### config.mk
export PLATFORM = sky130hd
export DESIGN_NAME = mod_n_counter_flat
export DESIGN_NICKNAME = d
export VERILOG_FILES = /design/src/rtl/mod_n_counter_if.sv /design/src/rtl/mod_n_counter.sv /design/src/flat_wrapper.sv
export SDC_FILE = /design/constraint.sdc
export NUM_CORES = 1
export LEC_CHECK = 0
export BUFFER_PORTS_ARGS = -buffer_cell sky130_fd_sc_hd__buf_2
export CORE_AREA = 2 2 39 41
export DETAILED_ROUTE_END_ITERATION = 6
export DIE_AREA = 0 0 41 43
export SKIP_CTS_REPAIR_TIMING = 1
export SLEW_MARGIN = 30
export SYNTH_ARGS = -nofsm -noshare
export SYNTH_HDL_FRONTEND = slang
export SYNTH_SLANG_ARGS = --single-unit
### constraint.sdc
create_clock -name clock -period 2.6 [get_ports clock]
set_clock_uncertainty 0.15 [all_clocks]
set_input_delay 0.65 -clock clock [delete_from_list [all_inputs] [get_ports clock]]
set_output_delay 0.65 -clock clock [all_outputs]
set_load 0.1 [all_outputs]
### src/rtl/mod_n_counter_if.sv
// Bus bundle for mod_n_counter: control inputs, load data, count and flag outputs.
// Clock and reset are kept as plain module ports.
interface mod_n_counter_if #(
    parameter int WIDTH = 4
);
    logic             enable;
    logic             carry_in;
    logic             load;
    logic             mode;
    logic [WIDTH-1:0] data_in;
    logic             clear_flags;
    logic [WIDTH-1:0] data_out;
    logic             carry_out;
    logic             wrapped;
    logic             load_err;
    logic             overflow;

    // Driver side (testbench or upstream controller)
    modport master (
        output enable, carry_in, load, mode, data_in, clear_flags,
        input  data_out, carry_out, wrapped, load_err, overflow
    );

    // Counter side
    modport slave (
        input  enable, carry_in, load, mode, data_in, clear_flags,
        output data_out, carry_out, wrapped, load_err, overflow
    );
endinterface

### src/rtl/mod_n_counter.sv
// Cascadable modulo-N up/down counter with parallel load, wrap or saturate at
// the range ends, one-cycle event pulses and a sticky range-end flag.
module mod_n_counter #(
    parameter int WIDTH    = 4,
    parameter int MODULUS  = 12,
    parameter int SATURATE = 0
) (
    input  logic             clock,
    input  logic             reset,
    mod_n_counter_if.slave   bus
);

    generate
        if (MODULUS < 2 || MODULUS > (2 ** WIDTH)) begin : g_bad_modulus
            $fatal(1, "mod_n_counter: MODULUS must lie in 2..2**WIDTH");
        end
    endgenerate

    localparam logic [WIDTH-1:0] MAX_VAL = WIDTH'(MODULUS - 1);
    localparam logic [WIDTH:0]   MOD_EXT = (WIDTH + 1)'(MODULUS);

    logic [WIDTH-1:0] cnt_q, cnt_d;
    logic             wrapped_q, wrapped_d;
    logic             load_err_q, load_err_d;
    logic             overflow_q, overflow_d;

    logic count_en;
    logic range_end;

    assign count_en  = bus.enable && bus.carry_in;
    assign range_end = bus.mode ? (cnt_q == '0) : (cnt_q == MAX_VAL);

    // Terminal-count strobe for the next stage; forced low during reset so a
    // downstream digit cannot see a stale carry.
    assign bus.carry_out = !reset && count_en && !bus.load && range_end;

    // Next-state: load beats count beats hold; a range-end sets the sticky flag
    // even when clear_flags is asserted on the same edge.
    always_comb begin
        cnt_d      = cnt_q;
        wrapped_d  = 1'b0;
        load_err_d = 1'b0;
        overflow_d = overflow_q && !bus.clear_flags;
        if (bus.load) begin
            if ({1'b0, bus.data_in} < MOD_EXT) begin
                cnt_d = bus.data_in;
            end else begin
                cnt_d      = MAX_VAL;
                load_err_d = 1'b1;
            end
        end else if (count_en) begin
            if (range_end) begin
                wrapped_d  = 1'b1;
                overflow_d = 1'b1;
                if (SATURATE == 0) begin
                    cnt_d = bus.mode ? MAX_VAL : '0;
                end
            end else if (bus.mode) begin
                cnt_d = cnt_q - WIDTH'(1);
            end else begin
                cnt_d = cnt_q + WIDTH'(1);
            end
        end
    end

    // State registers, cleared asynchronously so outputs drop without a clock.
    always_ff @(posedge clock or posedge reset) begin
        if (reset) begin
            cnt_q      <= '0;
            wrapped_q  <= 1'b0;
            load_err_q <= 1'b0;
            overflow_q <= 1'b0;
        end else begin
            cnt_q      <= cnt_d;
            wrapped_q  <= wrapped_d;
            load_err_q <= load_err_d;
            overflow_q <= overflow_d;
        end
    end

    assign bus.data_out = cnt_q;
    assign bus.wrapped  = wrapped_q;
    assign bus.load_err = load_err_q;
    assign bus.overflow = overflow_q;

endmodule

### src/flat_wrapper.sv
// flat-port wrapper written by rule: the top's interface ports become plain ports
module mod_n_counter_flat 
#(
    parameter int WIDTH    = 4,
    parameter int MODULUS  = 12,
    parameter int SATURATE = 0
)
  (clock, reset, bus_enable, bus_carry_in, bus_load, bus_mode, bus_data_in, bus_clear_flags, bus_data_out, bus_carry_out, bus_wrapped, bus_load_err, bus_overflow);
  mod_n_counter_if #(.WIDTH(WIDTH)) bus_i ();
  input  logic clock;
  input  logic reset;
  input wire logic [$bits(bus_i.enable)-1:0] bus_enable;
  input wire logic [$bits(bus_i.carry_in)-1:0] bus_carry_in;
  input wire logic [$bits(bus_i.load)-1:0] bus_load;
  input wire logic [$bits(bus_i.mode)-1:0] bus_mode;
  input wire logic [$bits(bus_i.data_in)-1:0] bus_data_in;
  input wire logic [$bits(bus_i.clear_flags)-1:0] bus_clear_flags;
  output wire logic [$bits(bus_i.data_out)-1:0] bus_data_out;
  output wire logic [$bits(bus_i.carry_out)-1:0] bus_carry_out;
  output wire logic [$bits(bus_i.wrapped)-1:0] bus_wrapped;
  output wire logic [$bits(bus_i.load_err)-1:0] bus_load_err;
  output wire logic [$bits(bus_i.overflow)-1:0] bus_overflow;
  assign bus_i.enable = bus_enable;
  assign bus_i.carry_in = bus_carry_in;
  assign bus_i.load = bus_load;
  assign bus_i.mode = bus_mode;
  assign bus_i.data_in = bus_data_in;
  assign bus_i.clear_flags = bus_clear_flags;
  assign bus_data_out = bus_i.data_out;
  assign bus_carry_out = bus_i.carry_out;
  assign bus_wrapped = bus_i.wrapped;
  assign bus_load_err = bus_i.load_err;
  assign bus_overflow = bus_i.overflow;
  mod_n_counter #(.WIDTH(WIDTH), .MODULUS(MODULUS), .SATURATE(SATURATE)) u_core (.clock(clock), .reset(reset), .bus(bus_i));
endmodule
==> results of run 1 <==
-- synth_stat cells (all sizes together) --
cell / n / area (µm²)
a2111o: 1 / 11.3
a211oi: 1 / 7.51
a21o: 2 / 15.0
a21oi: 4 / 20.0
a2bb2oi: 1 / 8.76
a31oi: 1 / 6.26
and2: 1 / 6.26
and3: 1 / 6.26
clkbuf: 1 / 3.75
dfrtp: 7 / 175
fa: 1 / 20.0
ha: 2 / 25.0
inv: 7 / 26.3
nand2: 5 / 18.8
nand4b: 1 / 8.76
nor2: 7 / 26.3
nor3: 1 / 5.00
o21ai: 1 / 5.00
o22ai: 2 / 12.5
o311ai: 1 / 8.76
or2: 1 / 6.26
or4b: 1 / 13.8
xnor2: 3 / 26.3
xor2: 1 / 8.76
-- cell usage in the layout (no fill, tap or decap), types with 2 or more instances in the layout --
cell type,netlist,final
a21o_1,2,2
a21oi_1,4,4
buf_2,0,17
buf_4,0,8
clkbuf_4,0,3
dfrtp_1,7,4
dfrtp_2,0,2
ha_1,2,2
inv_1,7,7
nand2_1,5,5
nor2_1,7,6
o22ai_1,2,2
xnor2_1,3,3
-- cell families after synthesis --
family / Yosys count / share of synthesized area
DFF: 7 / 0.371
xor gates and xnor gates: 4 / 0.0743
AOI/OAI and AO/OA: 14 / 0.202
adders and majority gates: 3 / 0.0955
buffers and inverters: 8 / 0.0637
and+or+nand+nor: 18 / 0.194
-- power by group --
part            total, W  switching, W  internal, W
sequential      0.000144     0.0000141     0.000130
clock          0.0000941     0.0000358    0.0000583
combinational   0.000278      0.000196    0.0000823
total           0.000516      0.000246     0.000270
-- metrics by stage --
step	setup TNS, ns	setup WS [ns]
3_3_place_gp	-0.155	-0.155
2_1_floorplan	-0.337	-0.337
6_report	-0.184	-0.184
5_1_grt	-0.234	-0.234
3_5_place_dp	-0.156	-0.156
4_1_cts	-0.238	-0.238
-- final timing paths --
path,endpoint,slack (ns),startpoint
min,u_core.bus.data_out[3],0.20,reset
max in group asynchronous,u_core.bus.data_out[0],1.87,reset
max reg2reg,u_core.bus.data_out[1],0.62,u_core.bus.data_out[3]
max,bus_carry_out,-0.18,u_core.bus.data_out[3]
min reg2reg,u_core.bus.overflow,0.40,u_core.bus.overflow
min in group clock,u_core.bus.overflow,0.40,u_core.bus.overflow
-- registers in the layout, indices dropped and copies added, names as in the netlist --
register,flops
u_core.bus.overflow,1
u_core.bus.load_err,1
u_core.bus.data_out,4
u_core.bus.wrapped,1
-- final cells by class --
| cell class | instances | share of cell area |
|---|---|---|
| clock buffer | 4 | 0.0379 |
| inverter | 7 | 0.0379 |
| multi-input combinational | 39 | 0.395 |
| sequential | 7 | 0.262 |
| tap | 16 | 0.0289 |
| timing repair buffer | 26 | 0.238 |
-- worst max-delay path, stage by stage (launching register included) --
cell	delay, ns
dfrtp_4	0.47
or4b_4	0.49
a2111o_1	0.48
nor2_4	0.12
buf_12	0.18
-- layer usage --
layer | GRT usage | vias to the layer above | part of all wire
li1 | - | 245 | -
met1 | 0.162 | 217 | 0.44
met2 | 0.238 | 12 | 0.50
met3 | 0.0785 | 0 | 0.056
met4 | 0.0400 | 0 | 0
met5 | 0 | - | 0
==> results by group, run 1 <==
Outcome
  – Status: finished, violations left
  – Failing checks: setup timing

Finish
  – Antenna Cells: 0
  – Layout Cells excl Fill: roughly 100
  – Register area: 181 µm²
  – Fin area: 693 µm²
  – Post-layout util: 0.501
  – Footprint of the multi-input gates: 274 µm²
  – Fillers: around 140
  – Nets@finish: 98
  – Share of cells above drive strength 1: 0.410
  – Area Growth Syn to Fin: 46.9%

Synthesis
  – Mapped Area: 472 µm²
  – Sequential share of the synthesized area: 0.371
  – Warnings from Yosys: 0
  – Post-synth cell types: 24
  – Mapped Nets: 68
  – Number of synthesized register bits: 7
  – Syn Area/Cell: 8.74 µm²
  – Cells after Synth: 54

GRT
  – Gr usage total: 0.148
  – First-pass GRT wire length: 1720 µm
  – Grt total ovfl: 0
  – Largest net degree at the start of global routing: 13
  – Vias in the first global route: 436
  – Initial antenna violation count: 0

Setup path
  – R2R cell count: 5
  – Crit Path Class: reg -> out
  – Critical Path End Type: output pin
  – Worst path required time: about 1.8 ns
  – Critical Path Start Type: register
  – CP max FO: 2
  – Arrival time worst endpoint: 1.98 ns

Routing
  – Via/cell ratio: 4.79
  – Vias: roughly 470
  – Drt pass-1 iters: 2
  – WL per Instance: roughly 11 µm
  – DRT antenna net count: 0
  – DRC viols: 0
  – Drt initial violations: 4
  – Detailed Route WL: 1100 µm

Timing
  – Final Hold Fails: 0
  – Fin crit period: 2.78 ns
  – Final setup viols: 1
  – Fin Hold WS: about 0.20 ns
  – Setup slack after layout: -0.184 ns
  – Max-slew violation count: 0
  – Fmax: ~360 MHz
  – Final Cycle Share: 1.07
  – Worst-margin pin slew: 0.489 ns
  – RSZ-0062 raised after global routing: true
  – Slew HR: 0.677

Clocking
  – Clk buf depth: 2
  – H-tree depth: 1
  – Clock root buffer: clkbuf_4
  – CTS sink cnt: 7
  – CTS clk-pin slew, worst paths: 0.05 ns
  – CTS Buf Count: 3
  – CTS tree: built
  – Worst skew pair latency: 0.25 ns

Place
  – Post-Place Cell Area: 659 µm²
  – GPL Wtd Cong: 0.728
  – HPWL Detailed: 894 µm
  – IO Port Bufs: 18
  – Placed Instances: 94

Job
  – Max_cap viols: 0

Power
  – LEAKAGE: between 0.3 and 0.4 nW
  – Worst vdd ir: 0.594 mV
  – Power per cell area: approximately 740 nW/µm²
  – Power after layout: 0.000516 W

Floorplan
  – Die Ht: between 40 and 50 µm
  – Rows: 14
  – Total Die Area: 1760 µm²
  – Starting Density: 0.341
  – Core Region: about 1400 µm²
  – # IOs: 19
  – Die X: 41 µm

Min path
  – HP Class: in -> async
Note: power is estimated with default switching activity, not from simulation.
==> run 2: changes to the inputs <==
--- a/config.mk
+++ b/config.mk
@@ -6,9 +6,11 @@
 export NUM_CORES = 1
 export LEC_CHECK = 0
 export BUFFER_PORTS_ARGS = -buffer_cell sky130_fd_sc_hd__buf_2
-export CORE_AREA = 2 2 39 41
+export CELL_PAD_IN_SITES_DETAIL_PLACEMENT = 0
+export CELL_PAD_IN_SITES_GLOBAL_PLACEMENT = 1
+export CORE_UTILIZATION = 32
 export DETAILED_ROUTE_END_ITERATION = 6
-export DIE_AREA = 0 0 41 43
+export PLACE_DENSITY_LB_ADDON = 0.1
 export SKIP_CTS_REPAIR_TIMING = 1
 export SLEW_MARGIN = 30
 export SYNTH_ARGS = -nofsm -noshare
==> results by group, run 2 (synthesis gave the netlist of run 1 again) <==
Timing
  – Total Neg Setup Slack: -0.198 ns (was -0.184 ns)
  – Max-slew violation count: 0 (unchanged)
  – Final setup viols: 1 (unchanged)
  – Fmax: 357 MHz (was 359 MHz)
  – Final Hold Fails: 0 (unchanged)
  – RSZ-0062 raised after global routing: true (unchanged)
  – Worst-margin pin slew: 0.487 ns (was 0.489 ns)
  – Final Cycle Share: 1.08 (was 1.07)
  – Setup slack after layout: -0.198 ns (was -0.184 ns)
  – Fin crit period: 2.80 ns (was 2.78 ns)
  – Slew HR: 0.677 (about the same)

Setup path
  – RR Startpoint: u_core.bus.data_out[3] (unchanged)
  – Critical Path Start Type: input pin (was register)
  – Start point of the critical path: bus_mode (was u_core.bus.data_out[3])
  – CP max FO: 3 (was 2)
  – Critical Path End Type: output pin (unchanged)
  – Worst path required time: 1.80 ns (about the same)
  – Crit Path Class: in -> out (was reg -> out)
  – Arrival time worst endpoint: 2.00 ns (was 1.98 ns)

Place
  – HPWL Detailed: 871 µm (was 894 µm)
  – IO Port Bufs: 18 (unchanged)
  – GPL Wtd Cong: 0.851 (was 0.728)

Routing
  – Vias: 483 (was 474)
  – DRT antenna net count: 0 (unchanged)
  – Via/cell ratio: 4.98 (was 4.79)
  – Drt initial violations: 4 (unchanged)
  – WL per Instance: 10.5 µm (was 11.1 µm)
  – DRC viols: 0 (unchanged)
  – Drt pass-1 iters: 4 (was 2)
  – Detailed Route WL: 1020 µm (was 1100 µm)

Outcome
  – Status: finished, violations left (unchanged)
  – Failing checks: setup timing (unchanged)

GRT
  – Gr usage total: 0.152 (was 0.148)
  – Vias in the first global route: 411 (was 436)
  – Grt total ovfl: 0 (unchanged)
  – First-pass GRT wire length: 1640 µm (was 1720 µm)
  – Largest net degree at the start of global routing: 13 (unchanged)
  – Initial antenna violation count: 0 (unchanged)

Floorplan
  – Die Ht: 40.4 µm (was 43 µm)
  – Die X: 40.4 µm (was 41 µm)
  – Core Region: 1330 µm² (was 1380 µm²)
  – Rows: 13 (was 14)
  – Starting Density: 0.354 (was 0.341)
  – # IOs: 19 (unchanged)
  – Total Die Area: 1630 µm² (was 1760 µm²)

Power
  – NetSw: 0.000241 W (was 0.000246 W)
  – Worst vdd ir: 0.261 mV (was 0.594 mV)
  – Power per cell area: 745 nW/µm² (was 744 nW/µm²)
  – Int Power: 0.000269 W (was 0.000270 W)
  – Clock share of power: 0.180 (was 0.182)
  – Switching share of power: 0.473 (was 0.476)
  – Logic pwr share: 0.539 (about the same)
  – LEAKAGE: 0.360 nW (was 0.365 nW)
  – Share of total power in sequential cells: 0.281 (was 0.279)

Finish
  – Post-layout util: 0.513 (was 0.501)
  – Area Growth Syn to Fin: 45.1% (was 46.9%)
  – Share of cells above drive strength 1: 0.402 (was 0.410)
  – Antenna Cells: 0 (unchanged)
  – Nets@finish: 97 (was 98)
  – Largest register FFs: 4 (unchanged)
  – Commonest cells after routing, fill and taps aside: buf_2 (17), inv_1 (7), buf_4 (7), nor2_1 (6), nand2_1 (5) (was buf_2 (17), buf_4 (8), inv_1 (7), nor2_1 (6), nand2_1 (5))
  – Most common cell after layout, fill and taps aside: buf_2 (unchanged)

Clocking
  – CTS clk-pin slew, worst paths: 0.05 ns (about the same)
  – Clk buf depth: 2 (unchanged)
  – CTS sink cnt: 7 (unchanged)
  – CTS tree: built (unchanged)
  – H-tree depth: 1 (unchanged)
  – CTS Buf Count: 3 (unchanged)
  – Worst skew pair latency: 0.24 ns (was 0.25 ns)
  – Clock root buffer: clkbuf_4 (unchanged)

Job
  – Max_cap viols: 0 (unchanged)

Min path
  – HP Class: in -> async (unchanged)
==> run 2: changes by cell type in the layout (fill, tap and decap cells not counted), sizes merged <==
cell / delta
buf: -1
==> run 2: final timing paths <==
check / end / slack, ns / cells after the start
setup / recovery: bus_carry_out / -0.20 / 5
hold / removal: u_core.bus.data_out[2] / 0.21 / 2
setup reg to reg: u_core.bus.data_out[1] / 0.65 / 5
hold reg to reg: u_core.bus.overflow / 0.39 / 2
max in group asynchronous: u_core.bus.data_out[3] / 1.86 / 2
min in group clock: u_core.bus.overflow / 0.39 / 2
==> run 2: layout make-up <==
| type | instances | area [µm²] |
|---|---|---|
| Inverter | 7 | 26.3 |
| Fill cell | 128 | 649 |
| Timing Repair Buffer | 25 | 158 |
| Clock buffer | 4 | 26.3 |
| Multi-Input combinational cell | 39 | 274 |
| Tap cell | 15 | 18.8 |
| Sequential cell | 7 | 181 |
==> run 2: metrics by stage <==
step	hold WS, ns	power, W	cells	cell area (µm²)	setup slack (ns)
floorplan	0.303	0.000352	54	485	-0.337
global placement	0.381	0.000423	93	658	-0.151
detailed placement	0.392	0.000421	93	658	-0.171
CTS	0.212	0.000514	97	684	-0.231
global route	0.229	0.000540	97	684	-0.241
finish	0.208	0.000510	97	684	-0.198
==> run 2: worst max-delay path: stages <==
cell and delay, ns:
buf_2 0.09, or4b_4 0.46, a2111o_1 0.49, nor2_4 0.13, buf_12 0.18
==> run 2: per-layer routing <==
| layer | wire [µm] | share of wire | vias to the layer above | track usage |
|---|---|---|---|---|
| met5 | 0 | 0 | - | 0 |
| met4 | 0 | 0 | 0 | 0.0500 |
| li1 | - | - | 241 | - |
| met1 | 499 | 0.49 | 223 | 0.205 |
| met3 | 69 | 0.068 | 0 | 0.0333 |
| met2 | 454 | 0.44 | 19 | 0.238 |
==> run 2: power by group through the flow <==
stage                     Clock [W]  Sequential (W)  Combinational, W
final                     0.0000918        0.000144          0.000275
after global routing      0.0000986        0.000147          0.000294
after CTS                 0.0000942        0.000144          0.000276
after detailed placement          0        0.000145          0.000275
after global placement            0        0.000146          0.000277
after floorplan                   0        0.000270         0.0000819
